$ cat config.mk
export PLATFORM = sky130hd
export DESIGN_NAME = muldiv_unit_flat
export DESIGN_NICKNAME = d
export VERILOG_FILES = /design/src/rtl/muldiv_unit_if.sv /design/src/rtl/muldiv_unit.sv /design/src/flat_wrapper.sv
export SDC_FILE = /design/constraint.sdc
export NUM_CORES = 1
export LEC_CHECK = 0
export ABC_AREA = 1
export BUFFER_PORTS_ARGS = -buffer_cell sky130_fd_sc_hd__clkbuf_2
export CORE_MARGIN = 3
export CORE_UTILIZATION = 45
export DETAILED_ROUTE_END_ITERATION = 12
export PLACE_DENSITY = 0.6
export REMOVE_ABC_BUFFERS = 1
export SLEW_MARGIN = 10
export SYNTH_ARGS = -nofsm -noshare
export SYNTH_HDL_FRONTEND = slang
export SYNTH_SLANG_ARGS = --single-unit
$ cat constraint.sdc
create_clock -name clk_i -period 3.73 [get_ports clk_i]
set_clock_uncertainty 0.15 [all_clocks]
set_input_delay 0.5595 -clock clk_i [delete_from_list [all_inputs] [get_ports clk_i]]
set_output_delay 0.5595 -clock clk_i [all_outputs]
set_load 0.03 [all_outputs]
$ cat src/rtl/muldiv_unit_if.sv
// Request/response bundle between an issue stage and the iterative multiply/divide unit.
// The unit is the slave; the issuing stage (or a bench) is the master.
interface muldiv_unit_if #(
    parameter int DataWidth    = 32,
    parameter int AddressWidth = 5
);
    logic                    start_i;
    logic [2:0]              op_i;
    logic [DataWidth-1:0]    rs1_data_i;
    logic [DataWidth-1:0]    rs2_data_i;
    logic [AddressWidth-1:0] rd_addr_i;
    logic                    busy_o;
    logic                    done_o;
    logic [DataWidth-1:0]    result_o;
    logic [AddressWidth-1:0] rd_addr_o;
    logic                    wr_en_o;
    logic                    illegal_o;

    modport master (
        output start_i, op_i, rs1_data_i, rs2_data_i, rd_addr_i,
        input  busy_o, done_o, result_o, rd_addr_o, wr_en_o, illegal_o
    );

    modport slave (
        input  start_i, op_i, rs1_data_i, rs2_data_i, rd_addr_i,
        output busy_o, done_o, result_o, rd_addr_o, wr_en_o, illegal_o
    );
endinterface

$ cat src/rtl/muldiv_unit.sv
// Iterative RV32M multiply/divide unit: one bit per cycle shift-add multiply and restoring divide.
// Define MULDIV_DIV_EN to build the divider; otherwise DIV/DIVU/REM/REMU complete as illegal.
module muldiv_unit #(
    parameter int DataWidth    = 32,
    parameter int AddressWidth = 5
) (
    input  logic         clk_i,
    input  logic         rst_ni,
    muldiv_unit_if.slave bus
);
    localparam int CntW = $clog2(DataWidth);
    localparam logic [DataWidth-1:0] MinVal = {1'b1, {(DataWidth-1){1'b0}}};

`ifdef MULDIV_DIV_EN
    typedef enum logic [1:0] {IDLE, MUL, DIV, DONE} state_e;
`else
    typedef enum logic [1:0] {IDLE, MUL, DONE} state_e;
`endif

    function automatic logic [DataWidth-1:0] neg_w(input logic [DataWidth-1:0] v, input logic n);
        return n ? -v : v;
    endfunction

    function automatic logic [DataWidth-1:0] mag(input logic [DataWidth-1:0] v, input logic sgn);
        return neg_w(v, sgn & v[DataWidth-1]);
    endfunction

    state_e                  state_q;
    logic [CntW-1:0]         cnt_q;
    logic [DataWidth-1:0]    hi_q, lo_q, b_q;
    logic [1:0]              op_q;
    logic                    neg_q;
    logic [AddressWidth-1:0] rd_pend_q;
    logic                    done_q, wr_en_q, illegal_q;
    logic [DataWidth-1:0]    result_q;
    logic [AddressWidth-1:0] rd_addr_q;

    // Multiply step: hi accumulates the multiplicand, {hi,lo} shifts right as lo's bits are consumed.
    logic                     a_sgn, b_sgn;
    logic [DataWidth-1:0]     addend_d, mul_hi_d, mul_lo_d, mul_res_d;
    logic [DataWidth:0]       sum_d;
    logic [2*DataWidth-1:0]   prod_d;

    always_comb begin
        a_sgn     = (bus.op_i == 3'b001) || (bus.op_i == 3'b010);
        b_sgn     = (bus.op_i == 3'b001);
        addend_d  = lo_q[0] ? b_q : '0;
        sum_d     = {1'b0, hi_q} + {1'b0, addend_d};
        mul_hi_d  = sum_d[DataWidth:1];
        mul_lo_d  = {sum_d[0], lo_q[DataWidth-1:1]};
        prod_d    = neg_q ? -{mul_hi_d, mul_lo_d} : {mul_hi_d, mul_lo_d};
        mul_res_d = (op_q == 2'b00) ? prod_d[DataWidth-1:0] : prod_d[2*DataWidth-1:DataWidth];
    end

`ifdef MULDIV_DIV_EN
    // Divide step: hi is the partial remainder, lo shifts the dividend out and the quotient in.
    logic                 rneg_q;
    logic                 d_sgn, div_zero, div_ovf, qbit_d;
    logic [DataWidth:0]   shl_d, diff_d;
    logic [DataWidth-1:0] div_hi_d, div_lo_d, div_res_d;

    always_comb begin
        d_sgn     = ~bus.op_i[0];
        div_zero  = (bus.rs2_data_i == '0);
        div_ovf   = d_sgn && (bus.rs1_data_i == MinVal) && (bus.rs2_data_i == '1);
        shl_d     = {hi_q, lo_q[DataWidth-1]};
        diff_d    = shl_d - {1'b0, b_q};
        qbit_d    = ~diff_d[DataWidth];
        div_hi_d  = qbit_d ? diff_d[DataWidth-1:0] : shl_d[DataWidth-1:0];
        div_lo_d  = {lo_q[DataWidth-2:0], qbit_d};
        div_res_d = op_q[1] ? neg_w(div_hi_d, rneg_q) : neg_w(div_lo_d, neg_q);
    end
`endif

    always_ff @(posedge clk_i or negedge rst_ni) begin
        if (!rst_ni) begin
            state_q   <= IDLE;
            cnt_q     <= '0;
            hi_q      <= '0;
            lo_q      <= '0;
            b_q       <= '0;
            op_q      <= '0;
            neg_q     <= 1'b0;
`ifdef MULDIV_DIV_EN
            rneg_q    <= 1'b0;
`endif
            rd_pend_q <= '0;
            done_q    <= 1'b0;
            wr_en_q   <= 1'b0;
            illegal_q <= 1'b0;
            result_q  <= '0;
            rd_addr_q <= '0;
        end else begin
            done_q    <= 1'b0;
            wr_en_q   <= 1'b0;
            illegal_q <= 1'b0;
            case (state_q)
                MUL: begin
                    hi_q  <= mul_hi_d;
                    lo_q  <= mul_lo_d;
                    cnt_q <= cnt_q - CntW'(1);
                    if (cnt_q == '0) begin
                        state_q   <= DONE;
                        done_q    <= 1'b1;
                        result_q  <= mul_res_d;
                        rd_addr_q <= rd_pend_q;
                        wr_en_q   <= (rd_pend_q != '0);
                    end
                end
`ifdef MULDIV_DIV_EN
                DIV: begin
                    hi_q  <= div_hi_d;
                    lo_q  <= div_lo_d;
                    cnt_q <= cnt_q - CntW'(1);
                    if (cnt_q == '0) begin
                        state_q   <= DONE;
                        done_q    <= 1'b1;
                        result_q  <= div_res_d;
                        rd_addr_q <= rd_pend_q;
                        wr_en_q   <= (rd_pend_q != '0);
                    end
                end
`endif
                default: begin
                    state_q <= IDLE;
                    if (bus.start_i) begin
                        rd_pend_q <= bus.rd_addr_i;
                        op_q      <= bus.op_i[1:0];
                        hi_q      <= '0;
                        cnt_q     <= CntW'(DataWidth - 1);
                        if (!bus.op_i[2]) begin
                            state_q <= MUL;
                            b_q     <= mag(bus.rs1_data_i, a_sgn);
                            lo_q    <= mag(bus.rs2_data_i, b_sgn);
                            neg_q   <= (a_sgn & bus.rs1_data_i[DataWidth-1]) ^
                                       (b_sgn & bus.rs2_data_i[DataWidth-1]);
                        end
`ifdef MULDIV_DIV_EN
                        // Zero divisor and signed overflow have closed-form results; skip iterating.
                        else if (div_zero || div_ovf) begin
                            state_q   <= DONE;
                            done_q    <= 1'b1;
                            rd_addr_q <= bus.rd_addr_i;
                            wr_en_q   <= (bus.rd_addr_i != '0);
                            if (div_zero)
                                result_q <= bus.op_i[1] ? bus.rs1_data_i : '1;
                            else
                                result_q <= bus.op_i[1] ? '0 : bus.rs1_data_i;
                        end else begin
                            state_q <= DIV;
                            lo_q    <= mag(bus.rs1_data_i, d_sgn);
                            b_q     <= mag(bus.rs2_data_i, d_sgn);
                            neg_q   <= d_sgn & (bus.rs1_data_i[DataWidth-1] ^ bus.rs2_data_i[DataWidth-1]);
                            rneg_q  <= d_sgn & bus.rs1_data_i[DataWidth-1];
                        end
`else
                        else begin
                            state_q   <= DONE;
                            done_q    <= 1'b1;
                            illegal_q <= 1'b1;
                            rd_addr_q <= bus.rd_addr_i;
                            result_q  <= '0;
                        end
`endif
                    end
                end
            endcase
        end
    end

`ifdef MULDIV_DIV_EN
    assign bus.busy_o = (state_q == MUL) || (state_q == DIV);
`else
    assign bus.busy_o = (state_q == MUL);
`endif
    assign bus.done_o    = done_q;
    assign bus.result_o  = result_q;
    assign bus.rd_addr_o = rd_addr_q;
    assign bus.wr_en_o   = wr_en_q;
    assign bus.illegal_o = illegal_q;
endmodule

$ cat src/flat_wrapper.sv
// flat-port wrapper written by rule: the top's interface ports become plain ports
module muldiv_unit_flat 
#(
    parameter int DataWidth    = 32,
    parameter int AddressWidth = 5
)
  (clk_i, rst_ni, bus_start_i, bus_op_i, bus_rs1_data_i, bus_rs2_data_i, bus_rd_addr_i, bus_busy_o, bus_done_o, bus_result_o, bus_rd_addr_o, bus_wr_en_o, bus_illegal_o);
  muldiv_unit_if #(.DataWidth(DataWidth), .AddressWidth(AddressWidth)) bus_i ();
  input  logic clk_i;
  input  logic rst_ni;
  input wire logic [$bits(bus_i.start_i)-1:0] bus_start_i;
  input wire logic [$bits(bus_i.op_i)-1:0] bus_op_i;
  input wire logic [$bits(bus_i.rs1_data_i)-1:0] bus_rs1_data_i;
  input wire logic [$bits(bus_i.rs2_data_i)-1:0] bus_rs2_data_i;
  input wire logic [$bits(bus_i.rd_addr_i)-1:0] bus_rd_addr_i;
  output wire logic [$bits(bus_i.busy_o)-1:0] bus_busy_o;
  output wire logic [$bits(bus_i.done_o)-1:0] bus_done_o;
  output wire logic [$bits(bus_i.result_o)-1:0] bus_result_o;
  output wire logic [$bits(bus_i.rd_addr_o)-1:0] bus_rd_addr_o;
  output wire logic [$bits(bus_i.wr_en_o)-1:0] bus_wr_en_o;
  output wire logic [$bits(bus_i.illegal_o)-1:0] bus_illegal_o;
  assign bus_i.start_i = bus_start_i;
  assign bus_i.op_i = bus_op_i;
  assign bus_i.rs1_data_i = bus_rs1_data_i;
  assign bus_i.rs2_data_i = bus_rs2_data_i;
  assign bus_i.rd_addr_i = bus_rd_addr_i;
  assign bus_busy_o = bus_i.busy_o;
  assign bus_done_o = bus_i.done_o;
  assign bus_result_o = bus_i.result_o;
  assign bus_rd_addr_o = bus_i.rd_addr_o;
  assign bus_wr_en_o = bus_i.wr_en_o;
  assign bus_illegal_o = bus_i.illegal_o;
  muldiv_unit #(.DataWidth(DataWidth), .AddressWidth(AddressWidth)) u_core (.clk_i(clk_i), .rst_ni(rst_ni), .bus(bus_i));
endmodule
==> run summary, run 1 <==
status: complete, no violations
Top FF cell, synth: dfrtp_1
Hold Crit Depth: 3
Tmin final: 3440 ps
gpl congestion: 0.933
CTS tree: yes
Slowest-stage cell, CP: dfrtp_1
Inst Count DP: 2377
Worst-Margin Slew: 1060 ps
Ys Warns: 0
Final Hold Viols: 0
detailed-route DRC error count: 0
FF+latch count, synth: 151
largest net degree at the start of global routing: 71
Setup Buffers After CTS: 0
chip height: 172 µm
worst-path fanout max: 32
setup violators final: 0
crit path kind: flip-flop to flip-flop
Final Cycle Share: 0.922
largest cells by area after synthesis: dfrtp_1 (31%), nand2_1 (20%), inv_1 (8.1%), o21ai_0 (5.8%), nand3_1 (5.3%)
Mapped Area: 0.0123 mm²
synthesis-to-layout area growth: 12.8%
largest stage delay on the critical path: 410 ps
GRT Util Overall: 0.267
Slew HR: 0.291
Synth top area share: 0.306
gr ovfl total: 0
CP delay by family, top: simple AND/OR/NAND/NOR gates
clk_lat worst skew: 460 ps
R2R Setup Slk: 290 ps
Final TNS setup: 0 ps
initial antenna violation count: 0
Max Root-Sink Buffers: 2
first drt pass iteration count: 6
syn_area_per_cell: 6.28 µm²
Yosys top cell by area: dfrtp_1
vias in the first global route: 12000
Post-synth EDFFs: 0
crit-path cells: buf_12 > nand2_1 > inv_1 > ha_1 > fa_2 > xnor2_2 > nand2_1 > nor2_1 > nand4_1 > nor2_2 > nand2_1 > nor2_2 > nand2_1 > nand2_2 > nand2_1 > nand2_1 > nand3_1 > nand2_1 > nand2_1
Hold Path Class: input pin to flip-flop
CTS Root Cell: clkbuf_16
Port Buf Inserts: 115
Max Freq: 291 MHz
final WL: 38400 µm
# rows: 59
CP Data Arrival Time: 3630 ps
Iter 0 DRT Violations: 1111
Final Max Slew Viols: 0
Initial Util: 0.465
Clock Sinks: 151
RR Endpoint: u_core.bus.result_o[30]$_DFFE_PN0P_
worst vdd ir: 0.547 mV
async set-or-reset flop fraction in the synthesized netlist: 1.00
Cells after Synth: 1963
ANT cells: 0
crit-path most repeated cell: nand2_1
core box area: 0.0265 mm²
layout cell share with drive strength beyond 1: 0.127
Setup crit start kind: flip-flop
Horiz. Die Dim: 172 µm
total number of vias: 12800
total CTS buffers: 17
RSZ-0062 raised after global routing: false
vias per cell: 5.31
first-pass GRT wire length: 62500 µm
R2R cell count: 19
Static Leak: 7.46 nW
Buf+Inv Stages, Crit Path: 2
Req. time, crit path: 3920 ps
DIE AREA: 0.0294 mm²
nets@finish: 2175
CP endpoint kind: flip-flop
hpwl dp: 29700 µm
Hold Crit Start: bus_rd_addr_i[1]
hold endpoint: u_core.rd_pend_q[1]$_DFFE_PN0P_
clk slew on worst S/H paths: 70 ps
Ports: 116
max cap viols: 0
post-synthesis sequential area ratio: 0.306
count of cell types in the netlist: 46
post-route insts no fill: 2410
Fill cells: 2763
Routed wire per std cell: 15.9 µm
Pwr Density: 801 mW/mm²
RR Startpoint: u_core.lo_q[0]$_DFFE_PN0P_
CTS H-tree depth: 4
antenna viol nets, final: 0
==> what timing repair did <==
item / in CTS / in global routing
hold buffers: 1 / 0
gates resized for setup: 0 / 3
endpoints found under the hold margin: 53 / 0
setup endpoints to repair: 0 / 12
==> worst max path at each step <==
stage,startpoint,to,slack [ps],depth (start not counted)
after floorplan,u_core.state_q[1]$_DFFE_PN0P_,u_core.lo_q[0]$_DFFE_PN0P_,-230,6
after global placement,u_core.lo_q[0]$_DFFE_PN0P_,u_core.bus.result_o[24]$_DFFE_PN0P_,290,19
after detailed placement,u_core.lo_q[0]$_DFFE_PN0P_,u_core.bus.result_o[30]$_DFFE_PN0P_,260,19
after CTS,u_core.lo_q[0]$_DFFE_PN0P_,u_core.bus.result_o[30]$_DFFE_PN0P_,250,19
after global routing,u_core.lo_q[0]$_DFFE_PN0P_,u_core.bus.result_o[30]$_DFFE_PN0P_,0.03,23
final,u_core.lo_q[0]$_DFFE_PN0P_,u_core.bus.result_o[30]$_DFFE_PN0P_,290,19
==> stage by stage <==
| step | area, µm² | power, mW | hold slack (ps) | utilization | worst slack [ps] |
|---|---|---|---|---|---|
| 3_3_place_gp | 13300 | 9.25 | 315 | 0.502 | 294 |
| 4_1_cts | 13900 | 11.1 | 176 | 0.525 | 246 |
| 3_5_place_dp | 13300 | 9.33 | 316 | 0.502 | 258 |
| 2_1_floorplan | 12100 | 7.34 | 114 | - | -231 |
| 5_1_grt | 13900 | 12.2 | 204 | 0.525 | 0.0280 |
| 6_report | 13900 | 11.1 | 181 | 0.525 | 291 |
==> sequential cells by signal, indices dropped and copies added, names as in the netlist <==
name / count
u_core.bus.rd_addr_o: 5
u_core.hi_q: 32
u_core.bus.wr_en_o: 1
u_core.state_q: 2
u_core.b_q: 32
u_core.bus.result_o: 32
u_core.op_q: 2
u_core.bus.illegal_o: 1
u_core.lo_q: 32
u_core.bus.done_o: 1
u_core.neg_q: 1
u_core.cnt_q: 5
u_core.rd_pend_q: 5
==> final cells by class <==
cell class / instances / area, µm² / area share
repair buffers: 137 / 787 / 0.0566
inverters: 278 / 1040 / 0.0750
well taps: 335 / 419 / 0.0301
clock buffers: 17 / 425 / 0.0306
multi-input cells: 1477 / 7310 / 0.525
flip-flops and latches: 151 / 3780 / 0.272
clock inverters: 15 / 155 / 0.0111
==> cell usage after synthesis (3+ instances only) <==
cell	number
dfrtp_1	151
nor3_1	29
o21a_1	3
nor3_2	8
nand2_1	672
nand3_2	5
a31oi_1	11
nand2_2	25
inv_1	265
o21ai_0	143
or2_2	6
clkbuf_1	46
o21bai_1	3
nor2_2	25
xnor2_1	15
o211ai_1	4
xor2_1	37
a21oi_1	61
nand4_1	17
nand3_1	131
o221ai_1	30
a32o_1	5
o22ai_1	3
buf_2	5
inv_2	9
o21ai_1	7
nand3b_1	14
ha_1	37
clkinv_1	4
nor4_1	5
nor2_1	164
buf_1	5
nor2_4	4
==> where the power goes <==
group	internal (mW)	total (mW)	switching (mW)
Sequential	2.37	2.95	0.577
Clock	0.946	1.79	0.840
Combinational	2.02	6.42	4.40
==> tightest hold or removal path, stage by stage <==
cell,delay (ps)
clkbuf_2,90
nand2_1,50
nand2_1,50
==> layout by cell type, fill, tap and decap left out, types with 5 or more instances in the layout <==
master	synthesis	routed
nor2_4	4	5
a21oi_1	61	61
nand3_2	5	6
ha_1	37	37
nand2_1	672	671
clkbuf_2	0	114
a31oi_1	11	11
buf_4	0	18
o21ai_0	143	143
xnor2_1	15	15
inv_2	9	11
xor2_1	37	37
nor4_1	5	5
nand3b_1	14	14
o21ai_1	7	7
inv_6	0	8
nand3_1	131	130
o221ai_1	30	30
nor2_1	164	161
or2_2	6	6
nor3_1	29	29
nor2_2	25	27
a32o_1	5	5
nor3_2	8	8
inv_1	265	264
clkbuf_16	0	17
nand4_1	17	17
nand2_2	25	26
dfrtp_1	151	150
==> cell families after synthesis <==
group	synth area share
fa+ha+maj	0.0392
buf+inv	0.103
compound gates	0.128
xor+xnor	0.0382
simple gates	0.385
flops	0.306
==> layer usage <==
| metal | vias up | GRT usage | wire (µm) |
|---|---|---|---|
| met3 | 41 | 0.0455 | 2410 |
| li1 | 6478 | - | - |
| met2 | 404 | 0.418 | 17000 |
| met5 | - | 0 | 0 |
| met4 | 0 | 0.0707 | 751 |
| met1 | 5877 | 0.383 | 18200 |
(Power assumes the default switching activity.)
==> run 2, diff against run 1 <==
Settings changed: MAX_ROUTING_LAYER set to met4.
==> run 2 against run 1 <==
Net effect: sequential cell count unchanged; total power decreased by 1.1%; register-to-register slack better by 50 ps; fmax increased by 1.5%; wire length grew 0.59%; worst setup slack better by 50 ps; via count fell by 0.41%; final cell count is the same; critical path type unchanged; largest power group unchanged; highest routed layer unchanged.
==> run summary, run 2 (synthesis results as in run 1) <==
largest net degree at the start of global routing: 72
commonest non-fill, non-tap cell in the layout: nand2_1
Max Root-Sink Buffers: 2
CTS Root Cell: clkbuf_16
fin util: 0.525
total CTS buffers: 17
grt peak-use layer: met2
Req. time, crit path: 3910 ps
Routed wire per std cell: 16.0 µm
DIE AREA: 0.0294 mm²
CP Data Arrival Time: 3570 ps
initial antenna violation count: 1
Internal: 5.30 mW
multi-input logic area: 0.00733 mm²
Port Buf Inserts: 115
Static Leak: 7.45 nW
Pwr Density: 794 mW/mm²
crit path kind: flip-flop to flip-flop
worst-path fanout max: 32
CTS tree: yes
max cap viols: 0
Final Hold Viols: 0
core box area: 0.0265 mm²
Hold Path Class: input pin to flip-flop
total number of vias: 12700
Inst Count DP: 2376
Max Freq: 295 MHz
Final Cycle Share: 0.909
Fill cells: 2750
hpwl dp: 30000 µm
hold endpoint: u_core.rd_pend_q[0]$_DFFE_PN0P_
Sw Ratio: 0.520
layout cell share with drive strength beyond 1: 0.128
Clock Sinks: 151
Final TNS setup: 0 ps
gr ovfl total: 0
first drt pass iteration count: 5
chip height: 172 µm
status: complete, no violations
GRT Util Overall: 0.276
setup violators final: 0
Worst-Margin Slew: 1000 ps
Setup crit start kind: flip-flop
CTS H-tree depth: 4
first-pass GRT wire length: 62800 µm
RR Startpoint: u_core.lo_q[0]$_DFFE_PN0P_
register area: 0.00378 mm²
Final Max Slew Viols: 0
switching power: 5.73 mW
Ports: 116
Hold Crit Start: bus_rd_addr_i[0]
Iter 0 DRT Violations: 1125
Slew HR: 0.331
vias per cell: 5.29
# rows: 59
clk slew on worst S/H paths: 70 ps
GR Layer Usage met1: 0.384
nets@finish: 2174
final WL: 38600 µm
R2R Setup Slk: 340 ps
most frequent cells in the layout: nand2_1 (669), inv_1 (264), nor2_1 (160)
Horiz. Die Dim: 172 µm
worst vdd ir: 0.511 mV
RR Endpoint: u_core.bus.result_o[30]$_DFFE_PN0P_
detailed-route DRC error count: 0
Initial Util: 0.465
clk_lat worst skew: 440 ps
R2R cell count: 19
Hold Crit Depth: 3
synthesis-to-layout area growth: 12.7%
Clk pwr share: 0.150
antenna viol nets, final: 0
Hold WS: 199 ps
vias in the first global route: 12100
gpl congestion: 0.951
post-route insts no fill: 2410
Flop pwr share: 0.268
CP endpoint kind: flip-flop
combinational share of power: 0.582
grt met2 use: 0.428
Tmin final: 3390 ps
grt met3 use: 0.0421
[run 2: what timing repair did]
action | CTS | global route
hold buffers | 1 | 0
gates resized for setup | 0 | 9
buffers inserted | 0 | 0
setup endpoints to repair | 0 | 14
hold endpoints to repair | 42 | 0
[run 2: final cells by class]
type,count,area share
multi-input combinational,1477,0.527
sequential,151,0.272
inverter,278,0.0751
timing repair buffer,136,0.0561
clock buffer,21,0.0338
tap,335,0.0302
clock inverter,11,0.00549
antenna,1,0.000180
[run 2: metal layers]
layer	share of wire	vias to the layer above
met5	0	-
met4	0.017	0
met3	0.058	40
met2	0.44	352
met1	0.48	5878
li1	-	6477
[run 2: worst max-delay path by stage]
stage,cells past startpoint,startpoint,endpoint
global route,21,u_core.lo_q[0]$_DFFE_PN0P_,u_core.bus.result_o[30]$_DFFE_PN0P_
floorplan,6,u_core.state_q[1]$_DFFE_PN0P_,u_core.lo_q[0]$_DFFE_PN0P_
detailed placement,19,u_core.lo_q[0]$_DFFE_PN0P_,u_core.bus.result_o[30]$_DFFE_PN0P_
CTS,19,u_core.lo_q[0]$_DFFE_PN0P_,u_core.bus.result_o[30]$_DFFE_PN0P_
finish,19,u_core.lo_q[0]$_DFFE_PN0P_,u_core.bus.result_o[30]$_DFFE_PN0P_
global placement,19,u_core.lo_q[0]$_DFFE_PN0P_,u_core.bus.result_o[24]$_DFFE_PN0P_
[run 2: power groups by stage]
stage / combinational (mW) / sequential, mW / clock, mW
3_3_place_gp: 6.29 / 2.97 / 0
2_1_floorplan: 4.13 / 3.21 / 0
5_1_grt: 7.27 / 3.04 / 1.75
3_5_place_dp: 6.36 / 2.97 / 0
4_1_cts: 6.38 / 2.95 / 1.68
6_report: 6.42 / 2.96 / 1.65
[run 2: critical path, cell delays in order, from the launching register on]
cell and delay [ps]:
dfrtp_1 410, buf_12 170, nand2_1 70, inv_1 40, ha_1 230, fa_2 430, xnor2_4 220, nand2_1 160
nor2_1 130, nand4_1 280, nor2_2 220, nand2_1 90, nor2_2 130, nand2_1 130, nand2_2 100, nand2_1 70
nand2_1 50, nand3_1 60, nand2_1 90, nand2_1 40
[run 2: stage by stage]
| stage | setup slack [ps] | instance area (µm²) | total power [mW] |
|---|---|---|---|
| 2_1_floorplan | -231 | 12100 | 7.34 |
| 3_3_place_gp | 294 | 13300 | 9.26 |
| 3_5_place_dp | 223 | 13300 | 9.32 |
| 4_1_cts | 211 | 13900 | 11.0 |
| 5_1_grt | -4.67 | 13900 | 12.1 |
| 6_report | 341 | 13900 | 11.0 |
